[src/rtl/datamem_arbiter_if.sv]
// Bus bundle between the data-memory arbiter and its CPU, accelerator and memory neighbours.
// master = surrounding system (CPU/accel/memory); slave = the arbiter.
interface datamem_arbiter_if;
  logic [15:0]  cpu_addr;
  logic [31:0]  cpu_wrt_data;
  logic         cpu_wrt_en;
  logic         cpu_rd_en;
  logic         cpu_stall;
  logic         cpu_rd_valid;
  logic [31:0]  cpu_rd_data;
  logic         accel_req_valid;
  logic         accel_req_ready;
  logic [15:0]  accel_addr;
  logic [31:0]  accel_wrt_data;
  logic         accel_wrt_en;
  logic         accel_rd_valid;
  logic [511:0] accel_rd_data;
  logic [15:0]  mem_addr;
  logic [31:0]  mem_wrt_data;
  logic         mem_wrt_en;
  logic [511:0] mem_rd_data;
  logic         err;

  modport master (
    output cpu_addr, cpu_wrt_data, cpu_wrt_en, cpu_rd_en,
    output accel_req_valid, accel_addr, accel_wrt_data, accel_wrt_en,
    output mem_rd_data,
    input  cpu_stall, cpu_rd_valid, cpu_rd_data,
    input  accel_req_ready, accel_rd_valid, accel_rd_data,
    input  mem_addr, mem_wrt_data, mem_wrt_en, err
  );

  modport slave (
    input  cpu_addr, cpu_wrt_data, cpu_wrt_en, cpu_rd_en,
    input  accel_req_valid, accel_addr, accel_wrt_data, accel_wrt_en,
    input  mem_rd_data,
    output cpu_stall, cpu_rd_valid, cpu_rd_data,
    output accel_req_ready, accel_rd_valid, accel_rd_data,
    output mem_addr, mem_wrt_data, mem_wrt_en, err
  );
endinterface

[src/rtl/datamem_arbiter.sv]
// Shares the single-ported data memory between the CPU (priority) and a FIFO-buffered
// accelerator request stream, with starvation forcing and range suppression.
module datamem_arbiter #(
  parameter int MEM_SIZE     = 65536,
  parameter int FIFO_DEPTH   = 4,
  parameter int STARVE_LIMIT = 8
) (
  input  logic              clk,
  input  logic              rst_n,
  datamem_arbiter_if.slave  bus
);
  localparam int PW = $clog2(FIFO_DEPTH);
  localparam int CW = PW + 1;
  localparam int SW = $clog2(STARVE_LIMIT + 1);

  typedef enum logic [1:0] {OWN_NONE, OWN_CPU, OWN_ACC} owner_e;
  typedef enum logic [1:0] {GNT_NONE, GNT_CPU, GNT_ACC} grant_e;

  logic [15:0]   fifo_addr_q [FIFO_DEPTH];
  logic [31:0]   fifo_data_q [FIFO_DEPTH];
  logic          fifo_we_q   [FIFO_DEPTH];
  logic [PW-1:0] rd_ptr_q, rd_ptr_d, wr_ptr_q, wr_ptr_d;
  logic [CW-1:0] count_q, count_d;
  logic [SW-1:0] starve_q, starve_d;
  owner_e        owner_q, owner_d;
  logic          zero_q, zero_d;
  logic          err_q, err_d;

  grant_e        grant;
  logic          cpu_req, acc_req, force_acc, push, pop;
  logic          gnt_we, gnt_re, gnt_bad;
  logic [15:0]   gnt_addr;
  logic [31:0]   gnt_data;

  assign cpu_req             = bus.cpu_rd_en | bus.cpu_wrt_en;
  assign acc_req             = (count_q != '0);
  assign force_acc           = acc_req && (starve_q == SW'(STARVE_LIMIT));
  assign bus.accel_req_ready = (count_q != CW'(FIFO_DEPTH));
  assign push                = bus.accel_req_valid && bus.accel_req_ready;
  assign pop                 = (grant == GNT_ACC);

  // No grant at all while reset is held, so a waiting CPU sees cpu_stall = cpu_req.
  always_comb begin
    grant = GNT_NONE;
    if (rst_n) begin
      if (force_acc || (acc_req && !cpu_req)) grant = GNT_ACC;
      else if (cpu_req)                       grant = GNT_CPU;
    end
  end

  always_comb begin
    gnt_addr = '0;
    gnt_data = '0;
    gnt_we   = 1'b0;
    gnt_re   = 1'b0;
    gnt_bad  = 1'b0;
    case (grant)
      GNT_CPU: begin
        gnt_addr = bus.cpu_addr;
        gnt_data = bus.cpu_wrt_data;
        gnt_we   = bus.cpu_wrt_en;
        gnt_re   = bus.cpu_rd_en;
        gnt_bad  = bus.cpu_rd_en && bus.cpu_wrt_en;
      end
      GNT_ACC: begin
        gnt_addr = fifo_addr_q[rd_ptr_q];
        gnt_data = fifo_data_q[rd_ptr_q];
        gnt_we   = fifo_we_q[rd_ptr_q];
        gnt_re   = !fifo_we_q[rd_ptr_q];
      end
      default: ;
    endcase
    // Writes touch 4 units and reads a 64-unit line, hence the two different limits.
    if (gnt_we && ({16'd0, gnt_addr} >= 32'(MEM_SIZE - 3)))  gnt_bad = 1'b1;
    if (gnt_re && ({16'd0, gnt_addr} >= 32'(MEM_SIZE - 63))) gnt_bad = 1'b1;
  end

  assign bus.mem_addr     = gnt_addr;
  assign bus.mem_wrt_data = gnt_data;
  assign bus.mem_wrt_en   = gnt_we && !gnt_bad;
  assign bus.cpu_stall    = cpu_req && (grant != GNT_CPU);

  always_comb begin
    rd_ptr_d = rd_ptr_q + PW'(pop);
    wr_ptr_d = wr_ptr_q + PW'(push);
    count_d  = count_q + CW'(push) - CW'(pop);
    starve_d = starve_q;
    if (pop || !acc_req)
      starve_d = '0;
    else if ((grant == GNT_CPU) && (starve_q != SW'(STARVE_LIMIT)))
      starve_d = starve_q + SW'(1);
    owner_d = OWN_NONE;
    if (gnt_re) owner_d = (grant == GNT_CPU) ? OWN_CPU : OWN_ACC;
    zero_d = gnt_re && gnt_bad;
    err_d  = gnt_bad;
  end

  always_ff @(posedge clk or negedge rst_n) begin
    if (!rst_n) begin
      rd_ptr_q <= '0;
      wr_ptr_q <= '0;
      count_q  <= '0;
      starve_q <= '0;
      owner_q  <= OWN_NONE;
      zero_q   <= 1'b0;
      err_q    <= 1'b0;
    end else begin
      rd_ptr_q <= rd_ptr_d;
      wr_ptr_q <= wr_ptr_d;
      count_q  <= count_d;
      starve_q <= starve_d;
      owner_q  <= owner_d;
      zero_q   <= zero_d;
      err_q    <= err_d;
    end
  end

  always_ff @(posedge clk) begin
    if (push) begin
      fifo_addr_q[wr_ptr_q] <= bus.accel_addr;
      fifo_data_q[wr_ptr_q] <= bus.accel_wrt_data;
      fifo_we_q[wr_ptr_q]   <= bus.accel_wrt_en;
    end
  end

  assign bus.cpu_rd_valid   = (owner_q == OWN_CPU);
  assign bus.cpu_rd_data    = (bus.cpu_rd_valid && !zero_q) ? bus.mem_rd_data[31:0] : '0;
  assign bus.accel_rd_valid = (owner_q == OWN_ACC);
  assign bus.accel_rd_data  = (bus.accel_rd_valid && !zero_q) ? bus.mem_rd_data : '0;
  assign bus.err            = err_q;
endmodule
[src/flat_wrapper.sv]
// flat-port wrapper written by rule: the top's interface ports become plain ports
module datamem_arbiter_flat 
#(
  parameter int MEM_SIZE     = 65536,
  parameter int FIFO_DEPTH   = 4,
  parameter int STARVE_LIMIT = 8
)
  (clk, rst_n, bus_cpu_addr, bus_cpu_wrt_data, bus_cpu_wrt_en, bus_cpu_rd_en, bus_accel_req_valid, bus_accel_addr, bus_accel_wrt_data, bus_accel_wrt_en, bus_mem_rd_data, bus_cpu_stall, bus_cpu_rd_valid, bus_cpu_rd_data, bus_accel_req_ready, bus_accel_rd_valid, bus_accel_rd_data, bus_mem_addr, bus_mem_wrt_data, bus_mem_wrt_en, bus_err);
  datamem_arbiter_if bus_i ();
  input  logic clk;
  input  logic rst_n;
  input wire logic [$bits(bus_i.cpu_addr)-1:0] bus_cpu_addr;
  input wire logic [$bits(bus_i.cpu_wrt_data)-1:0] bus_cpu_wrt_data;
  input wire logic [$bits(bus_i.cpu_wrt_en)-1:0] bus_cpu_wrt_en;
  input wire logic [$bits(bus_i.cpu_rd_en)-1:0] bus_cpu_rd_en;
  input wire logic [$bits(bus_i.accel_req_valid)-1:0] bus_accel_req_valid;
  input wire logic [$bits(bus_i.accel_addr)-1:0] bus_accel_addr;
  input wire logic [$bits(bus_i.accel_wrt_data)-1:0] bus_accel_wrt_data;
  input wire logic [$bits(bus_i.accel_wrt_en)-1:0] bus_accel_wrt_en;
  input wire logic [$bits(bus_i.mem_rd_data)-1:0] bus_mem_rd_data;
  output wire logic [$bits(bus_i.cpu_stall)-1:0] bus_cpu_stall;
  output wire logic [$bits(bus_i.cpu_rd_valid)-1:0] bus_cpu_rd_valid;
  output wire logic [$bits(bus_i.cpu_rd_data)-1:0] bus_cpu_rd_data;
  output wire logic [$bits(bus_i.accel_req_ready)-1:0] bus_accel_req_ready;
  output wire logic [$bits(bus_i.accel_rd_valid)-1:0] bus_accel_rd_valid;
  output wire logic [$bits(bus_i.accel_rd_data)-1:0] bus_accel_rd_data;
  output wire logic [$bits(bus_i.mem_addr)-1:0] bus_mem_addr;
  output wire logic [$bits(bus_i.mem_wrt_data)-1:0] bus_mem_wrt_data;
  output wire logic [$bits(bus_i.mem_wrt_en)-1:0] bus_mem_wrt_en;
  output wire logic [$bits(bus_i.err)-1:0] bus_err;
  assign bus_i.cpu_addr = bus_cpu_addr;
  assign bus_i.cpu_wrt_data = bus_cpu_wrt_data;
  assign bus_i.cpu_wrt_en = bus_cpu_wrt_en;
  assign bus_i.cpu_rd_en = bus_cpu_rd_en;
  assign bus_i.accel_req_valid = bus_accel_req_valid;
  assign bus_i.accel_addr = bus_accel_addr;
  assign bus_i.accel_wrt_data = bus_accel_wrt_data;
  assign bus_i.accel_wrt_en = bus_accel_wrt_en;
  assign bus_i.mem_rd_data = bus_mem_rd_data;
  assign bus_cpu_stall = bus_i.cpu_stall;
  assign bus_cpu_rd_valid = bus_i.cpu_rd_valid;
  assign bus_cpu_rd_data = bus_i.cpu_rd_data;
  assign bus_accel_req_ready = bus_i.accel_req_ready;
  assign bus_accel_rd_valid = bus_i.accel_rd_valid;
  assign bus_accel_rd_data = bus_i.accel_rd_data;
  assign bus_mem_addr = bus_i.mem_addr;
  assign bus_mem_wrt_data = bus_i.mem_wrt_data;
  assign bus_mem_wrt_en = bus_i.mem_wrt_en;
  assign bus_err = bus_i.err;
  datamem_arbiter #(.MEM_SIZE(MEM_SIZE), .FIFO_DEPTH(FIFO_DEPTH), .STARVE_LIMIT(STARVE_LIMIT)) u_core (.clk(clk), .rst_n(rst_n), .bus(bus_i));
endmodule
[config.mk]
export PLATFORM = sky130hd
export DESIGN_NAME = datamem_arbiter_flat
export DESIGN_NICKNAME = d
export VERILOG_FILES = /design/src/rtl/datamem_arbiter_if.sv /design/src/rtl/datamem_arbiter.sv /design/src/flat_wrapper.sv
export SDC_FILE = /design/constraint.sdc
export NUM_CORES = 1
export LEC_CHECK = 0
export ABC_AREA = 1
export CAP_MARGIN = 20
export CORE_AREA = 2 2 467 469
export DETAILED_ROUTE_END_ITERATION = 8
export DIE_AREA = 0 0 469 471
export PLACE_DENSITY_LB_ADDON = 0.15
export SETUP_SLACK_MARGIN = 0.4
export SLEW_MARGIN = 10
export SYNTH_ARGS = -nofsm -noshare
export SYNTH_HDL_FRONTEND = slang
export SYNTH_SLANG_ARGS = --single-unit
[constraint.sdc]
create_clock -name clk -period 8 [get_ports clk]
set_input_delay 0.8 -clock clk [delete_from_list [all_inputs] [get_ports clk]]
set_output_delay 0.8 -clock clk [all_outputs]
set_load 0.02 [all_outputs]
## Yosys cells after proc, flatten, opt, wreduce, memory -nomap -nowiden

Memories as Yosys holds them, arrays and structs flattened.
Cells that the tools add are included.

| word-level totals | value |
|---|---|
| logic and storage cells | 65 |
| output and inout port bits | 598 |
| input port bits | 614 |
| memories | 3 |
| bits in registers | 15 |
| bits in writable memories | 196 |

| operators by class | value |
|---|---|
| reductions and logical operators | 21 |
| order comparisons | 2 |
| bitwise gates (word level) | 1 |
| muxes and demuxes | 18 |
| add/sub/neg operators | 5 |
| eq/ne operators | 8 |

Memories:

| memory | depth | width | read ports | clocked after Yosys merged registers in | write ports | RTL line | text |
|---|---|---|---|---|---|---|---|
| u_core.fifo_data_q | 4 | 32 | 1 | 0 | 1 | datamem_arbiter.sv:20 | `logic [31:0] fifo_data_q [FIFO_DEPTH];` |
| u_core.fifo_addr_q | 4 | 16 | 1 | 0 | 1 | datamem_arbiter.sv:19 | `logic [15:0] fifo_addr_q [FIFO_DEPTH];` |
| u_core.fifo_we_q | 4 | 1 | 1 | 0 | 1 | datamem_arbiter.sv:21 | `logic fifo_we_q [FIFO_DEPTH];` |

Operator list:

| kind | number |
|---|---|
| two-way mux 512 bit | 1 |
| one-hot mux 32 bit (2 select lines) | 1 |
| >= comparator 16 bit (second input constant) | 2 |
| two-way mux 32 bit | 1 |
| one-hot mux 16 bit (2 select lines) | 1 |
| logical AND 1 bit | 12 |
| two-way mux 2 bit | 4 |
| two-way mux 4 bit | 2 |
| two-way mux 1 bit | 6 |
| logical NOT 1 bit | 5 |
| adder 2 x 1 -> 2 bit | 2 |
| adder 4 x 1 -> 4 bit (second input constant) | 1 |
| == test 2 x 1 -> 1 bit (second input constant) | 2 |
| == test 2 bit (second input constant) | 2 |
| == test 4 bit (second input constant) | 1 |
| != test 4 bit (second input constant) | 1 |
| one-hot mux 1 bit (2 select lines) | 2 |
| adder 3 x 1 -> 3 bit | 1 |
| != test 3 bit (second input constant) | 1 |
| nonzero test 3 bit | 1 |
| subtractor 3 x 1 -> 3 bit | 1 |
| logical OR 1 bit | 2 |
| != test 2 x 1 -> 1 bit (second input constant) | 1 |
| nonzero test 2 bit | 1 |
| OR 1 bit | 1 |

## Longest topological paths before layout

Gate-level depths: netlist of the first run.

| depth | value |
|---|---|
| depth in word-level cells | 14 |
| mapped depth | 19 |
| mapped depth without buffers | 18 |

## Worst setup path before layout of the first run

OpenSTA, ideal clock, no wires.

| path | value |
|---|---|
| path kind | input to register |
| start | input port bus_accel_req_valid |
| end | memory u_core.fifo_addr_q[0][0] (enable) |
| setup time | 0.516 ns |
| data arrival time | 4.256 ns |
| path buffers | 0 |
| data required time | 7.484 ns |
| path slack | 3.227 ns |
| stages | 2 |
| cells stage by stage | nand2_1 -> nor3_1 |

| between the ends | value |
|---|---|
| cells in the longest elaborated chain, start to end | 3 |

RTL lines:

| element | RTL line | text |
|---|---|---|
| start, declared | flat_wrapper.sv:16 | `input wire logic [$bits(bus_i.accel_req_valid)-1:0] bus_accel_req_valid;` |
| logical AND 1 bit | datamem_arbiter.sv:39 | `assign push = bus.accel_req_valid && bus.accel_req_ready;` |
| two-way mux 1 bit | datamem_arbiter.sv:119 | `if (push) begin` |
| two-way mux 1 bit (not written as such) | datamem_arbiter.sv:120 | `fifo_addr_q[wr_ptr_q] <= bus.accel_addr;` |
| end, declared | datamem_arbiter.sv:19 |  |

Every way passes these cells.

## Final worst setup path of the first run

| path | value |
|---|---|
| start | input port bus_cpu_wrt_en |
| end | output port bus_mem_wrt_en |

| between the ends | value |
|---|---|
| cells in the longest elaborated chain, start to end | 14 |
| elaborated cells on any way between the ends | 22 |
| classes of those cells | 2 x order compare; 2 x eq/ne; 9 x mux; 1 x bitwise; 8 x reduce/logical |

RTL lines:

| element | RTL line | text |
|---|---|---|
| start, declared | flat_wrapper.sv:14 | `input wire logic [$bits(bus_i.cpu_wrt_en)-1:0] bus_cpu_wrt_en;` |
| OR 1 bit | datamem_arbiter.sv:35 | `assign cpu_req = bus.cpu_rd_en \| bus.cpu_wrt_en;` |
| logical NOT 1 bit | datamem_arbiter.sv:46 | `if (force_acc \|\| (acc_req && !cpu_req)) grant = GNT_ACC;` |
| logical AND 1 bit | datamem_arbiter.sv:46 |  |
| logical OR 1 bit | datamem_arbiter.sv:46 |  |
| two-way mux 2 bit | datamem_arbiter.sv:46 |  |
| two-way mux 2 bit | datamem_arbiter.sv:45 | `if (rst_n) begin` |
| == test 2 bit or == test 2 x 1 -> 1 bit (tied branches) | datamem_arbiter.sv:57 | `case (grant)` |
| one-hot mux 16 bit (2 select lines) | datamem_arbiter.sv:57 |  |
| >= comparator 16 bit | datamem_arbiter.sv:74 | `if (gnt_we && ({16'd0, gnt_addr} >= 32'(MEM_SIZE - 3))) gnt_bad = 1'b1;` |
| logical AND 1 bit | datamem_arbiter.sv:74 |  |
| two-way mux 1 bit | datamem_arbiter.sv:74 |  |
| two-way mux 1 bit * | datamem_arbiter.sv:75 | `if (gnt_re && ({16'd0, gnt_addr} >= 32'(MEM_SIZE - 63))) gnt_bad = 1'b1;` |
| named net u_core.err_d | datamem_arbiter.sv:27 | `logic err_q, err_d;` |
| logical NOT 1 bit * | datamem_arbiter.sv:80 | `assign bus.mem_wrt_en = gnt_we && !gnt_bad;` |
| logical AND 1 bit * | datamem_arbiter.sv:80 |  |
| end, declared | flat_wrapper.sv:29 | `output wire logic [$bits(bus_i.mem_wrt_en)-1:0] bus_mem_wrt_en;` |

The timed path passes the listed nets; every way through them passes the cells marked *.

==> results.yml, run 1 <==
floorplanning:
  fp.dieW_um: 469
  rows: 171
  io_pins: 1212
  die_h_um: 471
  dieArea_um2: 221000
  start_util: 0.0609
  core_um2: 216000
finish:
  layout-drive-gt1-share: 0.0230
  design_area_um2: 29500
  n_fill_cell: 25000
  area_delta_synth_final_pct: 124
  layoutNonFillerInstCount: 5977
  fin_nets: 3697
place:
  place_area_um2: 28600
  dp.cells: 5902
  port_buffers: 1211
  dpl.hpwl_um: 183000
  globalplace.congestion: 0.946
logic_synthesis:
  synth.distinct_cells: 23
  synth_fp_nets: 2544
  ys_warn_count: 0
  synth-seq-cells: 211
  syn-cell-area_um2: 13200
  ys.flop_type: "edfxtp_1"
  synth_edf_count: 196
  syn-instance-count: 1921
  ys_seq_area_frac: 0.476
  synth_top_area_cell: "edfxtp_1"
  syn_avg_cell_area_um2: 6.85
  netlist_top_cells_count: "638 x nor2_1, 560 x inv_1, 196 x edfxtp_1"
  synth_top_area_frac: 0.447
  synth_area_leaders: "edfxtp_1 45%, nor2_1 18%, inv_1 16%"
  async_flop_share: 0.0711
  yosysMostFrequentCell: "nor2_1"
job:
  cap_violations: 0
timing:
  fin_setup_tns_ns: 0
  rsz0062_at_grt: "false"
  period_share: 0.696
  finalSetupViolCount: 0
  hold_viol: 0
  worstMarginPinSlew_ns: 0.987
  maxSlewHeadroom: 0.342
  fmax_mhz: 179
  fin_skew_ns: 0.0154
  fin_crit_ns: 5.57
  finalMaxSlewViolations: 0
clocking:
  clockRootBuffer: "clkbuf_16"
  clkTransAtPathRegs_ns: 0.07
  cts-htree-levels: 1
  cts_resized: 0
  numCtsBuffers: 24
  clk_latency_ns: 0.54
  numClockSinks: 211
  clockBufferDepth: 3
  cts_hold_buf: 0
  post_cts_buffers: 0
  cts_tree: "done"
grt:
  grt_usage: 0.173
  grt_pass1_vias: 17500
  grt_first_pass_wirelength_um: 236000
  grt_max_degree: 128
  antenna_found_initial: 226
  overflow: 0
hold_path:
  hold_path_class: "flip-flop to flip-flop"
worst_setup_path:
  crit_path_max_incr_delay_ns: 0.98
  rr_startpoint: "u_core.starve_q[1]"
  cp-start-kind: "primary input"
  critPathCapture: "bus_mem_wrt_en"
  worstPathCellList: "clkdlybuf4s50_1 -> nor2_1 -> nor2_1 -> nor2_1 -> nand2_1 -> ha_2 -> inv_1 -> nand2_1 -> inv_2 -> a21oi_1 -> nor2_1 -> nand2_1 -> nand2_1 -> nor2_1 -> clkdlybuf4s50_1"
  cp-end-kind: "output port"
  crit_path_max_fanout: 44
  worst_ep_required_time_ns: 7.20
  timing.rr.end: "u_core.count_q[1]"
  crit_arrival_ns: 4.77
  rr_worst_depth: 16
  cpMostUsedCell: "nor2_1"
  worstSetupPathType: "primary input to output port"
  critPathLaunch: "bus_cpu_wrt_en"
  cpMaxStageDelayCell: "ha_2"
  rrSetupSlack_ns: 4.62
pwr:
  p_seq_frac: 0.313
  p_per_area_nw_per_um2: 169
  ir_drop_mv: 0.130
  power_frac_comb: 0.448
  p_int_mw: 2.98
  power.total_mw: 4.98
  switching_power_mw: 2.00
  pwr-share-clk: 0.239
  switching_share: 0.402
  leakagePower_nw: 12.0
routing:
  vias: 17700
  drtAntennaViolNets: 0
  drtPass1Iterations: 4
  wl_per_cell_um: 33.4
  drc: 0
  vias_per_cell: 2.96
  drtIter0Drc: 990
  wirelength_um: 200000
run_status:
  outcome: "finished, final reports clean"
## layout by cell type (no fill, tap or decap)
| master | synthesis | layout |
|---|---|---|
| bufinv_16 | 0 | 5 |
| o22ai_1 | 34 | 34 |
| dfrtp_1 | 15 | 13 |
| nor2_1 | 638 | 638 |
| nand2_1 | 185 | 183 |
| clkdlybuf4s50_1 | 0 | 1211 |
| o21ai_0 | 65 | 65 |
| nor3_2 | 0 | 4 |
| inv_1 | 560 | 560 |
| fa_1 | 1 | 1 |
| diode_2 | 0 | 33 |
| dfrtp_2 | 0 | 1 |
| clkbuf_16 | 0 | 25 |
| clkinvlp_4 | 0 | 2 |
| nand3_1 | 45 | 45 |
| ha_2 | 0 | 2 |
| inv_6 | 1 | 1 |
| xor2_1 | 2 | 2 |
| ha_1 | 8 | 6 |
| a21oi_1 | 43 | 43 |
| clkinv_1 | 0 | 2 |
| edfxtp_1 | 196 | 196 |
| clkinv_2 | 0 | 5 |
| buf_4 | 4 | 19 |
| xnor2_1 | 2 | 2 |
| inv_2 | 2 | 2 |
| nand4_1 | 1 | 1 |
| clkbuf_1 | 84 | 3 |
| nand2_2 | 0 | 1 |
| nand2_4 | 0 | 1 |
| o21ai_1 | 10 | 10 |
| nor3_1 | 8 | 4 |
| buf_12 | 0 | 2 |
| dfrtp_4 | 0 | 1 |
## flip-flops by register name (all words and copies together) (netlist names)
name	flops
u_core.starve_q	4
u_core.rd_ptr_q	2
u_core.bus.err	1
u_core.wr_ptr_q	2
u_core.count_q	3
u_core.owner_q	2
u_core.fifo_we_q	4
u_core.fifo_data_q	128
u_core.zero_q	1
u_core.fifo_addr_q	64
## power groups by stage
stage / combinational (mW) / clock (mW) / sequential (mW)
floorplan: 1.05 / 0 / 1.55
global placement: 2.33 / 0 / 1.58
detailed placement: 2.30 / 0 / 1.58
CTS: 2.31 / 1.24 / 1.56
global route: 2.44 / 1.26 / 1.58
finish: 2.23 / 1.19 / 1.56
## worst min path at each step
| stage | to | slack (ns) | start | cells past startpoint |
|---|---|---|---|---|
| final | u_core.starve_q[3] | 0.54 | u_core.starve_q[3] | 2 |
| after CTS | u_core.starve_q[3] | 0.54 | u_core.starve_q[3] | 2 |
| after global placement | u_core.starve_q[3] | 0.53 | u_core.starve_q[3] | 2 |
| after detailed placement | u_core.starve_q[3] | 0.53 | u_core.starve_q[3] | 2 |
| after global routing | u_core.starve_q[3] | 0.57 | u_core.starve_q[3] | 2 |
| after floorplan | u_core.wr_ptr_q[1] | 0.48 | u_core.wr_ptr_q[1] | 1 |
## worst max-delay path, delay by kind of cell
kind	cells	cell delay (ns)
compound gates	1	0.14
buf+inv	4	1.61
simple gates	9	1.20
fa+ha+maj	1	0.98
## metrics by stage
| stage | setup slack, ns | hold WS, ns | utilization |
|---|---|---|---|
| 2_1_floorplan | 3.23 | 0.483 | - |
| 3_3_place_gp | 2.27 | 0.529 | 0.132 |
| 6_report | 2.43 | 0.539 | 0.137 |
| 4_1_cts | 2.30 | 0.544 | 0.136 |
| 3_5_place_dp | 2.33 | 0.533 | 0.132 |
| 5_1_grt | 1.99 | 0.574 | 0.136 |
## per-layer routing
metal  GRT usage  vias to the layer above  wire, µm
met2       0.283                     1049     91100
met5           0                        -       566
met1       0.196                     8277     76200
li1            -                     7914         -
met4      0.0377                       82      5570
met3      0.0938                      366     26500
## cells by family (layout without fill, tap and decap cells)
kind of cell | Yosys count | after routing | share of synthesized area
xor+xnor | 4 | 4 | 0.00266
flops | 211 | 211 | 0.476
simple gates | 877 | 877 | 0.255
other cells | 0 | 33 | 0
buf+inv | 668 | 1837 | 0.196
fa+ha+maj | 9 | 9 | 0.00913
compound gates | 152 | 152 | 0.0611
## area by class of cell
type | count | area [µm²] | area share
diodes | 33 | 82.6 | 0.00280
clock buffers | 28 | 637 | 0.0216
clock inverters | 14 | 198 | 0.00669
inverters | 563 | 2120 | 0.0717
multi-input cells | 1042 | 4350 | 0.147
flip-flops and latches | 211 | 6270 | 0.212
well taps | 2854 | 3570 | 0.121
repair buffers | 1232 | 12300 | 0.417
Note: power is estimated with default switching activity, not from simulation.
==> run 2, diff against run 1 <==
Settings changed: CORE_AREA 2 2 467 469 to 2 2 471 473, DIE_AREA 0 0 469 471 to 0 0 473 475.
Clock period 8 ns to 4.9 ns, I/O delays scaled along.
==> results.yml, run 2 (synthesis results as in run 1) <==
run_status:
  outcome: "finished, final reports clean"
routing:
  drtAntennaViolNets: 0
  drtIter0Drc: 1057
  drc: 0
  vias: 17800
  wl_per_cell_um: 32.2
  vias_per_cell: 2.96
  wirelength_um: 193000
  drtPass1Iterations: 5
floorplanning:
  io_pins: 1212
  start_util: 0.0601
  dieArea_um2: 225000
  core_um2: 219000
  rows: 172
  die_h_um: 475
  fp.dieW_um: 473
grt:
  grt_first_pass_wirelength_um: 230000
  grt_pass1_vias: 17400
  antenna_found_initial: 220
  grt_usage: 0.164
  overflow: 0
  grt_max_degree: 99
timing:
  worstMarginPinSlew_ns: 0.862
  finalSetupViolCount: 0
  fin_setup_tns_ns: 0
  whs_ns: 0.327
  period_share: 0.838
  finalMaxSlewViolations: 0
  rsz0062_at_grt: "false"
  fin_crit_ns: 4.10
  fin_ws_ns: 0.796
  maxSlewHeadroom: 0.425
  fin_skew_ns: 0.00974
  hold_viol: 0
  fmax_mhz: 244
worst_setup_path:
  cp-start-kind: "flip-flop"
  worst_ep_required_time_ns: 4.41
  crit_arrival_ns: 3.61
  crit_path_max_fanout: 49
  cp-end-kind: "output port"
  cpMaxStageDelayCell: "clkdlybuf4s50_1"
  crit_path_max_incr_delay_ns: 0.70
  worstPathCellList: "inv_1 -> ha_1 -> nand2_1 -> nor2_1 -> nor2_1 -> nor2_1 -> nor3_1 -> ha_2 -> buf_4 -> nand2_1 -> a21oi_1 -> clkdlybuf4s50_1"
  worstSetupPathType: "flip-flop to output port"
  crit_family: "buffers and inverters"
  cpMostUsedCell: "nor2_1"
  path_buf_inv: 3
place:
  port_buffers: 1211
  place_area_um2: 28800
  globalplace.congestion: 0.906
  dp.cells: 5931
  dpl.hpwl_um: 177000
  place_ws_ns: 0.842
finish:
  max_flop_register: "u_core.fifo_data_q"
  final_cell_mix: "1210 x clkdlybuf4s50_1, 638 x nor2_1, 560 x inv_1"
  layout_commonest_cell: "clkdlybuf4s50_1"
  layoutNonFillerInstCount: 6001
  largest_register_ffs: 128
  fin_nets: 3709
  n_fill_cell: 25300
  layout-drive-gt1-share: 0.0245
  top_regs: "u_core.fifo_data_q: 128 flops, u_core.fifo_addr_q: 64 flops"
  area_delta_synth_final_pct: 125
  fin_util: 0.135
  design_area_um2: 29600
job:
  cap_violations: 0
clocking:
  cts_hold_buf: 0
  clkTransAtPathRegs_ns: 0.06
  numCtsBuffers: 24
  numClockSinks: 211
  clk_latency_ns: 0.54
  clockBufferDepth: 3
  clockRootBuffer: "clkbuf_16"
  cts_tree: "done"
  cts-htree-levels: 1
  post_cts_buffers: 0
pwr:
  ir_drop_mv: 0.241
  p_int_mw: 4.68
  power.total_mw: 7.92
  leakagePower_nw: 12.0
  power_frac_comb: 0.464
  switching_share: 0.409
  p_per_area_nw_per_um2: 268
  p_seq_frac: 0.321
  switching_power_mw: 3.24
  pwr-share-clk: 0.215
hold_path:
  hold_path_class: "primary input to async pin"
[run 2: worst paths after layout]
kind                                         start            endpoint  slack, ns  cells past startpoint
worst max-delay path            u_core.starve_q[0]    bus_mem_addr[11]       0.80                     12
worst min-delay path                         rst_n  u_core.rd_ptr_q[0]       0.33                      2
worst max register to register  u_core.starve_q[0]       u_core.zero_q       1.98                     17
worst min register to register  u_core.starve_q[3]  u_core.starve_q[3]       0.54                      2
max in group asynchronous                    rst_n  u_core.rd_ptr_q[1]       4.35                      2
min in group clk                u_core.starve_q[3]  u_core.starve_q[3]       0.54                      2
[run 2: power groups by stage]
stage | combinational, mW | clock [mW] | sequential, mW
after CTS | 3.80 | 1.79 | 2.55
after detailed placement | 3.79 | 0 | 2.58
final | 3.67 | 1.70 | 2.54
after global routing | 4.03 | 1.84 | 2.58
after floorplan | 1.71 | 0 | 2.54
after global placement | 3.82 | 0 | 2.59
[run 2: what timing repair did]
item,4_1_cts,5_1_grt
resized for setup,0,1
setup endpoints to repair,0,2
hold endpoints to repair,0,0
[run 2: metal layers]
layer | GRT usage | wire (µm) | vias to the layer above
met1 | 0.183 | 71600 | 8234
met5 | 0 | 494 | -
li1 | - | - | 7949
met2 | 0.282 | 91700 | 1100
met4 | 0.0199 | 4110 | 72
met3 | 0.0853 | 25500 | 404
[run 2: layout make-up]
cell class	instances	area [µm²]	area share
timing repair buffer	1244	12500	0.421
multi-input combinational	1042	4370	0.148
clock inverter	9	63.8	0.00216
sequential	211	6270	0.212
clock buffer	33	656	0.0222
antenna	28	70.1	0.00237
inverter	563	2120	0.0716
tap	2871	3590	0.121
